## config.mk

```make
export PLATFORM = sky130hd
export DESIGN_NAME = speed_test_frame_gen
export DESIGN_NICKNAME = d
export VERILOG_FILES = /design/src/rtl/tester_common_pkg.sv /design/src/rtl/speed_test_beat_builder.sv /design/src/rtl/speed_test_frame_gen.sv
export SDC_FILE = /design/constraint.sdc
export NUM_CORES = 1
export LEC_CHECK = 0
export CORE_ASPECT_RATIO = 2
export CORE_MARGIN = 5
export CORE_UTILIZATION = 51
export DETAILED_ROUTE_END_ITERATION = 7
export HOLD_SLACK_MARGIN = 0.05
export PLACE_DENSITY = 0.82
export SYNTH_ARGS = -nofsm -noshare
export SYNTH_HDL_FRONTEND = slang
export SYNTH_SLANG_ARGS = --single-unit
```

## constraint.sdc

```tcl
create_clock -name clk -period 3.85 [get_ports clk]
set_input_delay 0.385 -clock clk [delete_from_list [all_inputs] [get_ports clk]]
set_output_delay 0.385 -clock clk [all_outputs]
set_load 0.05 [all_outputs]
```

## src/rtl/tester_common_pkg.sv

```systemverilog
`timescale 1ns/1ps
// tester_common: types and constants shared by the speed-test blocks.
//   port_config_t     : per-port test settings handed out by the controller
//   gen_state_t       : frame generator FSM states
//   clamp_frame_len() : limits a requested frame length to the legal range
//   last_beat_index() : index of the final 64-bit beat for a given length
package tester_common;

  localparam logic [15:0] TEST_ETHERTYPE = 16'h88B5;
  localparam int          MIN_FRAME_LEN  = 60;
  localparam int          MAX_FRAME_LEN  = 1514;

  // Bytes 0..19 hold the fixed header; payload starts at byte 20.
  localparam int          HDR_BYTES      = 20;

  typedef struct packed {
    logic [47:0] dst_mac;
    logic [47:0] src_mac;
    logic [15:0] frame_len;
    logic [31:0] frame_count;
    logic [15:0] gap_cycles;
  } port_config_t;

  typedef enum logic [1:0] {
    ST_IDLE,
    ST_SEND,
    ST_GAP
  } gen_state_t;

  // 11 bits are enough for the clamped length (max 1514).
  function automatic logic [10:0] clamp_frame_len(input logic [15:0] len);
    if (len < 16'(MIN_FRAME_LEN)) return 11'(MIN_FRAME_LEN);
    if (len > 16'(MAX_FRAME_LEN)) return 11'(MAX_FRAME_LEN);
    return len[10:0];
  endfunction

  // ceil(len/8) - 1; at most 189 for a 1514-byte frame.
  function automatic logic [7:0] last_beat_index(input logic [10:0] len);
    logic [10:0] rounded;
    rounded = len + 11'd7;
    return rounded[10:3] - 8'd1;
  endfunction

endpackage

```

## src/rtl/speed_test_beat_builder.sv

```systemverilog
`timescale 1ns/1ps
// speed_test_beat_builder: purely combinational mapping from the current beat
// index plus the latched test settings to one 64-bit AXIS beat.
//   beat_idx  : beat number within the current frame (0 = first)
//   frame_len : clamped frame length in bytes, FCS excluded
//   dst_mac   : destination MAC, sent MSB first at byte 0
//   src_mac   : source MAC, sent MSB first at byte 6
//   seq_num   : frame sequence number, big-endian at bytes 14..17
//   tdata     : beat data, byte 0 of the beat in bits [7:0]
//   tkeep     : byte enables (partial only on the last beat)
//   tlast     : high on the final beat of the frame
module speed_test_beat_builder
  import tester_common::*;
#(
  parameter logic [7:0] PORT_ID = 8'd0
) (
  input  logic [7:0]  beat_idx,
  input  logic [10:0] frame_len,
  input  logic [47:0] dst_mac,
  input  logic [47:0] src_mac,
  input  logic [31:0] seq_num,
  output logic [63:0] tdata,
  output logic [7:0]  tkeep,
  output logic        tlast
);

  logic [HDR_BYTES*8-1:0] header;
  logic [7:0]             hdr_bytes [32];
  logic [7:0]             last_idx;
  logic [10:0]            byte_idx;

  // Header laid out MSB-first so that byte 0 sits in the top octet.
  assign header   = {dst_mac, src_mac, TEST_ETHERTYPE, seq_num, PORT_ID, 8'h00};
  assign last_idx = last_beat_index(frame_len);
  assign tlast    = (beat_idx == last_idx);

  // Table sized to a power of two so a 5-bit index never falls off the end.
  always_comb begin
    for (int k = 0; k < 32; k++) hdr_bytes[k] = 8'h00;
    for (int k = 0; k < HDR_BYTES; k++) begin
      hdr_bytes[k] = header[(HDR_BYTES-1-k)*8 +: 8];
    end
  end

  // NOTE: every output of a combinational block gets a default before any
  // conditional assignment, otherwise synthesis infers a latch.
  always_comb begin
    tdata    = '0;
    tkeep    = '0;
    byte_idx = '0;
    for (int b = 0; b < 8; b++) begin
      byte_idx = {beat_idx, 3'(b)};
      // Lanes past the frame end stay disabled and zero; this also yields the
      // (1<<(len%8))-1 pattern on the last beat and 8'hFF everywhere else.
      if (byte_idx < frame_len) begin
        tkeep[b]       = 1'b1;
        tdata[b*8 +: 8] = (byte_idx < 11'(HDR_BYTES)) ? hdr_bytes[byte_idx[4:0]]
                                                      : byte_idx[7:0];
      end
    end
  end

endmodule

```

## src/rtl/speed_test_frame_gen.sv

```systemverilog
`timescale 1ns/1ps
// speed_test_frame_gen: per-port test traffic source. Accepts start/stop pulses
// and a port_config_t from the speed-test controller and streams numbered test
// Ethernet frames over a 64-bit AXI-Stream master toward the TX MAC.
//   clk, rst       : clock, synchronous active-high reset
//   start, stop    : single-cycle control pulses from the controller
//   port_config    : test settings, captured when start is accepted
//   gen_ready      : high while idle and able to accept start
//   m_axis_*       : AXI-Stream master (tdata/tkeep/tlast/tvalid, tready in)
//   frames_sent    : frames completed in the current or most recent test
module speed_test_frame_gen
  import tester_common::*;
#(
  parameter int         DATA_WIDTH = 64,
  parameter logic [7:0] PORT_ID    = 8'd0
) (
  input  logic                    clk,
  input  logic                    rst,
  input  logic                    start,
  input  logic                    stop,
  input  port_config_t            port_config,
  output logic                    gen_ready,
  output logic [DATA_WIDTH-1:0]   m_axis_tdata,
  output logic [DATA_WIDTH/8-1:0] m_axis_tkeep,
  output logic                    m_axis_tlast,
  output logic                    m_axis_tvalid,
  input  logic                    m_axis_tready,
  output logic [31:0]             frames_sent
);

  gen_state_t  state_q, state_d;

  // Settings latched at start; the controller may change port_config freely
  // while a test runs.
  logic [47:0] dst_mac_q;
  logic [47:0] src_mac_q;
  logic [10:0] frame_len_q;
  logic [31:0] frame_count_q;
  logic [15:0] gap_cycles_q;

  logic [7:0]  beat_idx_q;
  logic [15:0] gap_cnt_q;
  logic        stop_pending_q;

  // The sequence number of a frame always equals the number of frames already
  // completed, so a single counter serves both purposes.
  logic [31:0] frames_sent_q;

  logic [63:0] bb_tdata;
  logic [7:0]  bb_tkeep;
  logic        bb_tlast;

  logic        start_ok;
  logic        beat_fire;
  logic        frame_done;
  logic        stop_seen;
  logic        count_reached;

  speed_test_beat_builder #(
    .PORT_ID (PORT_ID)
  ) u_beat_builder (
    .beat_idx  (beat_idx_q),
    .frame_len (frame_len_q),
    .dst_mac   (dst_mac_q),
    .src_mac   (src_mac_q),
    .seq_num   (frames_sent_q),
    .tdata     (bb_tdata),
    .tkeep     (bb_tkeep),
    .tlast     (bb_tlast)
  );

  // A simultaneous stop vetoes start, so the block stays idle.
  assign start_ok      = (state_q == ST_IDLE) && start && !stop;
  assign beat_fire     = (state_q == ST_SEND) && m_axis_tready;
  assign frame_done    = beat_fire && bb_tlast;
  // A stop arriving on the boundary cycle itself counts as pending.
  assign stop_seen     = stop_pending_q || stop;
  assign count_reached = (frame_count_q != 32'd0) &&
                         ((frames_sent_q + 32'd1) == frame_count_q);

  always_comb begin
    state_d = state_q;
    unique case (state_q)
      ST_IDLE: begin
        if (start_ok) state_d = ST_SEND;
      end
      ST_SEND: begin
        if (frame_done) begin
          if (stop_seen || count_reached) state_d = ST_IDLE;
          else if (gap_cycles_q != 16'd0) state_d = ST_GAP;
        end
      end
      ST_GAP: begin
        if (stop_seen)                  state_d = ST_IDLE;
        else if (gap_cnt_q == 16'd1)    state_d = ST_SEND;
      end
      default: state_d = ST_IDLE;
    endcase
  end

  // NOTE: sequential state is written with non-blocking assignments so every
  // register samples the pre-edge values of the others.
  always_ff @(posedge clk) begin
    if (rst) begin
      state_q        <= ST_IDLE;
      dst_mac_q      <= '0;
      src_mac_q      <= '0;
      frame_len_q    <= 11'(MIN_FRAME_LEN);
      frame_count_q  <= '0;
      gap_cycles_q   <= '0;
      beat_idx_q     <= '0;
      gap_cnt_q      <= '0;
      stop_pending_q <= 1'b0;
      frames_sent_q  <= '0;
    end else begin
      state_q <= state_d;

      if (start_ok) begin
        dst_mac_q     <= port_config.dst_mac;
        src_mac_q     <= port_config.src_mac;
        frame_len_q   <= clamp_frame_len(port_config.frame_len);
        frame_count_q <= port_config.frame_count;
        gap_cycles_q  <= port_config.gap_cycles;
        beat_idx_q    <= '0;
        frames_sent_q <= '0;
      end

      if (beat_fire) begin
        beat_idx_q <= bb_tlast ? 8'd0 : beat_idx_q + 8'd1;
      end

      if (frame_done) begin
        frames_sent_q <= frames_sent_q + 32'd1;
        gap_cnt_q     <= gap_cycles_q;
      end else if (state_q == ST_GAP) begin
        gap_cnt_q <= gap_cnt_q - 16'd1;
      end

      // Sticky until the block is back in IDLE; ignored while idle.
      if (state_d == ST_IDLE)                stop_pending_q <= 1'b0;
      else if (stop && state_q != ST_IDLE)   stop_pending_q <= 1'b1;
    end
  end

  // Beat content is derived only from registers that move on a handshake, so
  // it is inherently stable while the sink stalls.
  assign m_axis_tvalid = (state_q == ST_SEND);
  assign m_axis_tdata  = m_axis_tvalid ? bb_tdata : '0;
  assign m_axis_tkeep  = m_axis_tvalid ? bb_tkeep : '0;
  assign m_axis_tlast  = m_axis_tvalid && bb_tlast;
  assign gen_ready     = (state_q == ST_IDLE);
  assign frames_sent   = frames_sent_q;

endmodule

```

Yosys cells after proc, flatten, opt, wreduce, memory -nomap -nowiden
Index checks and enable logic that the tools add are counted.

Register bits: 214. Bits of input ports: 165. Output and inout bits: 107. Logic and storage cells: 148.

Add/subtract/negate cells: 5. Order comparisons: 26. Eq/ne operators: 5. Mux-type cells: 75. Bitwise logic cells: 8. Reduce and logical (&&, ||, !) cells: 19.

Operator list (number): binary-select mux 8 bit (select 5 bit) (8); two-way mux 8 bit (36); less-than comparator 11 bit (8); less-than comparator 11 x 5 -> 1 bit (second input constant) (8); two-way mux 32 bit (2); two-way mux 64 bit (1); >= comparator 6 bit (second input constant) (8); NOT 5 -> 6 bit (8); two-way mux 11 bit (4); adder 32 x 1 -> 32 bit (second input constant) (1); == test 32 bit (1); two-way mux 16 bit (2); nonzero test 32 bit (1); == test 16 x 1 -> 1 bit (second input constant) (1); greater-than comparator 16 x 11 -> 1 bit (second input constant) (1); less-than comparator 16 x 6 -> 1 bit (second input constant) (1); nonzero test 16 bit (1); subtractor 16 x 1 -> 16 bit (second input constant) (1); two-way mux 1 bit (15); two-way mux 2 bit (6); adder 11 x 3 -> 11 bit (second input constant) (1); adder 8 x 1 -> 8 bit (second input constant) (1); == test 8 bit (1); nonzero test 2 bit (4); other kinds (9) (17).

Logic depth before layout (Yosys ltp)
Gate-level depths: netlist (run 1).

Depth after elaboration: 10. Mapped depth: 15. Mapped depth without buffers: 12.

Cells and area by module
A second synthesis (run 1) with hierarchy kept.

Cells, all modules: 1651. Area total of the unflattened synthesis: 11940.2 sq um.

By module, submodules not included: speed_test_frame_gen (instances 1, cells an instance 1321, area an instance 9924.5 sq um, sequential area each 4284.1 sq um); speed_test_beat_builder (instances 1, cells an instance 330, area an instance 2015.7 sq um, sequential area each 0.0 sq um).

Least setup slack after synthesis (run 1)
Ideal clock, no wire load.

Kind: register to output. Start: register frame_len_q[6]. End: output port m_axis_tdata[51]. Arrival time: 3521 ps. Data required time: 3465 ps. Slack: -56 ps. Stages on the path, launching flop included: 11. Path buffers: 1. Cell sequence: dfxtp_1 clkbuf_1 inv_1 ha_1 a21oi_1 o21ai_0 a21oi_1 o21ai_1 inv_1 nand2_1 a311oi_1.

Longest elaborated chain between the ends: 3.

RTL lines: start: declaration (line speed_test_frame_gen.sv:37) `logic [10:0] frame_len_q;`; start signal: assignment (line speed_test_frame_gen.sv:108) `frame_len_q <= 11'(MIN_FRAME_LEN);`; start signal: assignment (line speed_test_frame_gen.sv:121) `frame_len_q <= clamp_frame_len(port_config.frame_len);`; less-than comparator 11 bit (line speed_test_beat_builder.sv:55) `if (byte_idx < frame_len) begin`; two-way mux 8 bit (line speed_test_beat_builder.sv:55); two-way mux 64 bit (line speed_test_frame_gen.sv:148) `assign m_axis_tdata = m_axis_tvalid ? bb_tdata : '0;`; end: declaration (line speed_test_frame_gen.sv:23) `output logic [DATA_WIDTH-1:0] m_axis_tdata,`.

No other way between the ends.

Final worst setup path (run 1)
Start: register frame_len_q[0]. End: output port m_axis_tlast.

Longest elaborated chain between the ends: 4.

RTL lines: adder 11 x 3 -> 11 bit (line tester_common_pkg.sv:40) `rounded = len + 11'd7;`; subtractor 8 x 1 -> 8 bit (line tester_common_pkg.sv:41) `return rounded[10:3] - 8'd1;`; == test 8 bit (line speed_test_beat_builder.sv:35) `assign tlast = (beat_idx == last_idx);`; logical AND 1 bit (line speed_test_frame_gen.sv:150) `assign m_axis_tlast = m_axis_tvalid && bb_tlast;`; end: declaration (line speed_test_frame_gen.sv:25) `output logic m_axis_tlast,`.

No other way between the ends.

==> summary.txt, run 1 <==
Status
  • Outcome: complete, no violations

Place
  • Global placement routability congestion: 0.9592
  • Input/output buffers: 271
  • HPWL Detailed: 30.79 mm
  • # placed instances: 2043

Setup path
  • Critical path class: flip-flop to primary output
  • Worst R2R Setup Slack: 0.25 ns
  • Crit path top cell by count: o31ai_2
  • Slowest Stage Delay on Critical Path: 0.55 ns
  • Chain of cells forming the critical path: or4_4 -> nand2_1 -> ha_2 -> xor3_1 -> or4b_4 -> o31ai_2 -> o31ai_2 -> buf_4 -> or3_4 -> nor2_4 -> buf_12
  • Slowest-stage cell, CP: or4_4
  • Critical Path Source: frame_len_q[0]$_SDFFE_PP0P_
  • Crit path launch type: flip-flop
  • Worst setup EP type: primary output
  • Critical path data required time: 3.46 ns
  • Cells on worst reg2reg path: 12
  • Reg-to-reg critical path endpoint: frames_sent[7]$_SDFFE_PP0P_
  • Critical path fanouts, max: 6
  • Crit path DAT: 3.36 ns
  • Critical R2R Launch: frame_len_q[0]$_SDFFE_PP0P_

GRT
  • First-pass GRT wire length: 63.79 mm
  • All-layer global routing usage: 31.36%
  • Initial antenna violation count: 1
  • Vias in the first global route: 12220
  • Largest net degree at the start of global routing: 117
  • Remaining global-route overflow: 0

Power
  • Pwr/cell area: 342.3 nW/µm²
  • Total power draw: 0.005373 W
  • Maximum vdd drop: 422.9 µV
  • Lkg Pwr: 5.709 nW

Route
  • DRT antenna net count: 0
  • Vias: 12290
  • WL final: 41.63 mm
  • Pre-antenna DRT Iters: 5
  • Drt wl/cell: 20.02 µm
  • Residual DRC: 0
  • First DRT Iteration DRCs: 905
  • Via/cell ratio: 5.912

STA
  • FMAX: 0.2672 GHz
  • Final worst-path cycle share: 97.19%
  • Final slew viol count: 0
  • Final setup viols: 0
  • Layout Skew: 0.01407 ns
  • Worst Tran Pin Value: 1.012 ns
  • Final hold vios: 0
  • Worst rel slew slack: 32.06%
  • Final setup TNS: 0 ns
  • Tmin final: 3.742 ns

Logic synthesis
  • Post-synth cell types: 58
  • Synthesized cell area: 11380 µm²
  • Top post-synthesis cells by area: dfxtp_1 38%, nand2_1 12%, a21oi_1 10%, nor2_1 4.3%, xnor2_1 3.7%
  • Post-synthesis sequential area ratio: 37.64%
  • Leading area contributor after synthesis: dfxtp_1
  • Yosys top cell area share: 37.64%
  • Primary FF master, synth: dfxtp_1
  • Cells after Synth: 1568
  • Yosys reg bits: 214
  • Ys async rst share: 0%
  • EDFF count, synth: 0
  • Total nets after synthesis: 1747
  • Mean Syn Cell Area: 7.258 µm²
  • Synth warnings: 0

Floorplan
  • Core area: 22060 µm²
  • Die Span X: 115.6 µm
  • Top Ports: 272
  • Num rows: 77
  • Die Height: 221.3 µm
  • Die area: 25580 µm²
  • Initial Util: 51.59%

Final layout
  • Fin util: 71.14%
  • Area delta synth->final: 37.91%
  • Layout cell share with drive strength beyond 1: 10.54%
  • Fin nets: 1971
  • Cell Count, Final, Fillers Out: 2079

Clocking
  • TritonCTS Sinks: 214
  • Clk_lat worst skew: 0.50 ns
  • Post-CTS Hold Fix Bufs: 0
  • CTS tree: yes
  • H-tree depth: 1
  • CTS max path bufs: 3
  • Clock Pin Slew Worst Setup and Hold Paths: 0.07 ns
  • Clk root buf: clkbuf_16
  • Cts bufs inserted: 21

Worst hold path
  • Min-Delay Path Class: input port to flip-flop
  • Worst Hold Path Cells: 2
  • Endpoint of the worst hold path: frame_count_q[25]$_SDFFE_PP0P_
  • Hold path start: rst

Run
  • Max-cap viol count: 0
## worst max-delay path by stage
stage | slack, ns | cells past startpoint | to
2_1_floorplan | -0.02 | 10 | m_axis_tdata[53]
3_3_place_gp | 0.27 | 11 | frames_sent[7]$_SDFFE_PP0P_
3_5_place_dp | 0.15 | 11 | frames_sent[7]$_SDFFE_PP0P_
4_1_cts | 0.006 | 11 | m_axis_tlast
5_1_grt | -0.04 | 12 | m_axis_tdata[43]
6_report | 0.11 | 11 | m_axis_tlast
## cells in the final DEF, fill, tap and decap left out, types with 4 or more instances in the layout
cell type / count
nand3_1: 47
nor3_1: 37
a31oi_1: 19
and3_1: 7
nand4_1: 16
nor2b_1: 10
or2_2: 4
inv_1: 37
ha_1: 13
dfxtp_1: 210
and4_1: 4
o21ai_0: 41
a22oi_1: 5
nor4_1: 31
a21oi_1: 232
nand2b_1: 10
mux2_2: 14
mux2i_1: 31
nand2_1: 354
a221oi_1: 6
a211oi_1: 20
or4_1: 9
clkdlybuf4s50_1: 199
nor2_1: 128
clkbuf_16: 21
buf_4: 57
nand3b_1: 5
xnor2_1: 48
xor2_1: 23
a21o_1: 6
o21ai_1: 4
a311oi_1: 6
or3_1: 20
buf_12: 60
## cell families (layout without fill, tap and decap cells)
logic type               count (synthesis)  count (layout)  share of synthesized area (%)
AO/OA/AOI/OAI                          372             372                          18.56
multiplexers                            45              45                          4.112
other                                    0               1                              0
adder cells (fa/ha/maj)                 14              14                          1.539
AND/OR/NAND/NOR                        698             698                          27.26
flip-flops                             214             214                          37.64
XOR/XNOR                                72              72                          5.673
buffers and inverters                  153             387                          5.211
## metal layers
metal | track usage [%] | part of all wire [%]
met5 | 0 | 0
met4 | 21.28 | 7.5
met3 | 5.604 | 7.4
met2 | 56.10 | 52
met1 | 32.13 | 33
## critical path, delay by kind of cell, from the launching register on
family	cells	cell delay [ns]
buffers and inverters	2	0.32
AND/OR/NAND/NOR	5	1.61
adder cells (fa/ha/maj)	1	0.18
XOR/XNOR	1	0.18
flip-flops	1	0.36
AO/OA/AOI/OAI	2	0.20
## flip-flops by register name, summed over array words and instances (netlist names)
register	cells
src_mac_q	48
frame_len_q	11
gap_cnt_q	16
dst_mac_q	48
gap_cycles_q	16
stop_pending_q	1
beat_idx_q	8
state_q	2
frames_sent	32
frame_count_q	32
## repair_timing
| item | CTS | global route |
|---|---|---|
| resized for setup | 4 | 15 |
| setup buffers | 0 | 2 |
| endpoints found under the setup margin | 1 | 19 |
| pin swaps | 0 | 1 |
## cell usage after synthesis, drive strengths merged (6+ instances only)
cell and n:
a211oi 21, a21o 6, a21oi 235, a221oi 6
a311oi 7, a31oi 19, and3 7, buf 15
clkbuf 101, dfxtp 214, ha 14, inv 37
mux2 14, mux2i 31, nand2 356, nand2b 10
nand3 47, nand4 16, nor2 129, nor2b 10
nor3 37, nor4 33, o21ai 45, o31ai 6
or3 21, or4 10, xnor2 48, xor2 23
## where the power goes
group          internal, W  switching (W)  total, W
clock network      0.00125       0.000878   0.00213
registers          0.00230      0.0000719   0.00237
logic             0.000394       0.000476  0.000870
## area by class of cell
type | count | area (µm²)
Timing Repair Buffer | 317 | 3632
Clock inverter | 7 | 116.4
Clock buffer | 26 | 574.3
Inverter | 37 | 138.9
Tap cell | 276 | 345.3
Sequential cell | 214 | 4292
Antenna cell | 1 | 2.502
Fill cell | 1825 | 6367
Multi-Input combinational cell | 1201 | 6594
## per-stage QoR
stage                     setup slack (ns)  cell area [µm²]  hold slack [ns]
final                               0.1080            15700           0.4019
after global routing              -0.03531            15700           0.4178
after CTS                         0.005990            15620           0.4077
after detailed placement            0.1476            14920           0.4463
after global placement              0.2692            14920           0.4392
after floorplan                   -0.01715            11390           0.4319
(Power assumes the default switching activity.)
==> run 2: changes to the inputs <==
--- a/config.mk
+++ b/config.mk
@@ -11,6 +11,7 @@
 export DETAILED_ROUTE_END_ITERATION = 7
 export HOLD_SLACK_MARGIN = 0.05
 export PLACE_DENSITY = 0.82
+export SKIP_LAST_GASP = 1
 export SYNTH_ARGS = -nofsm -noshare
 export SYNTH_HDL_FRONTEND = slang
 export SYNTH_SLANG_ARGS = --single-unit
==> results of run 2 <==
Final layout, timing and power as in run 1 (identical DEF).
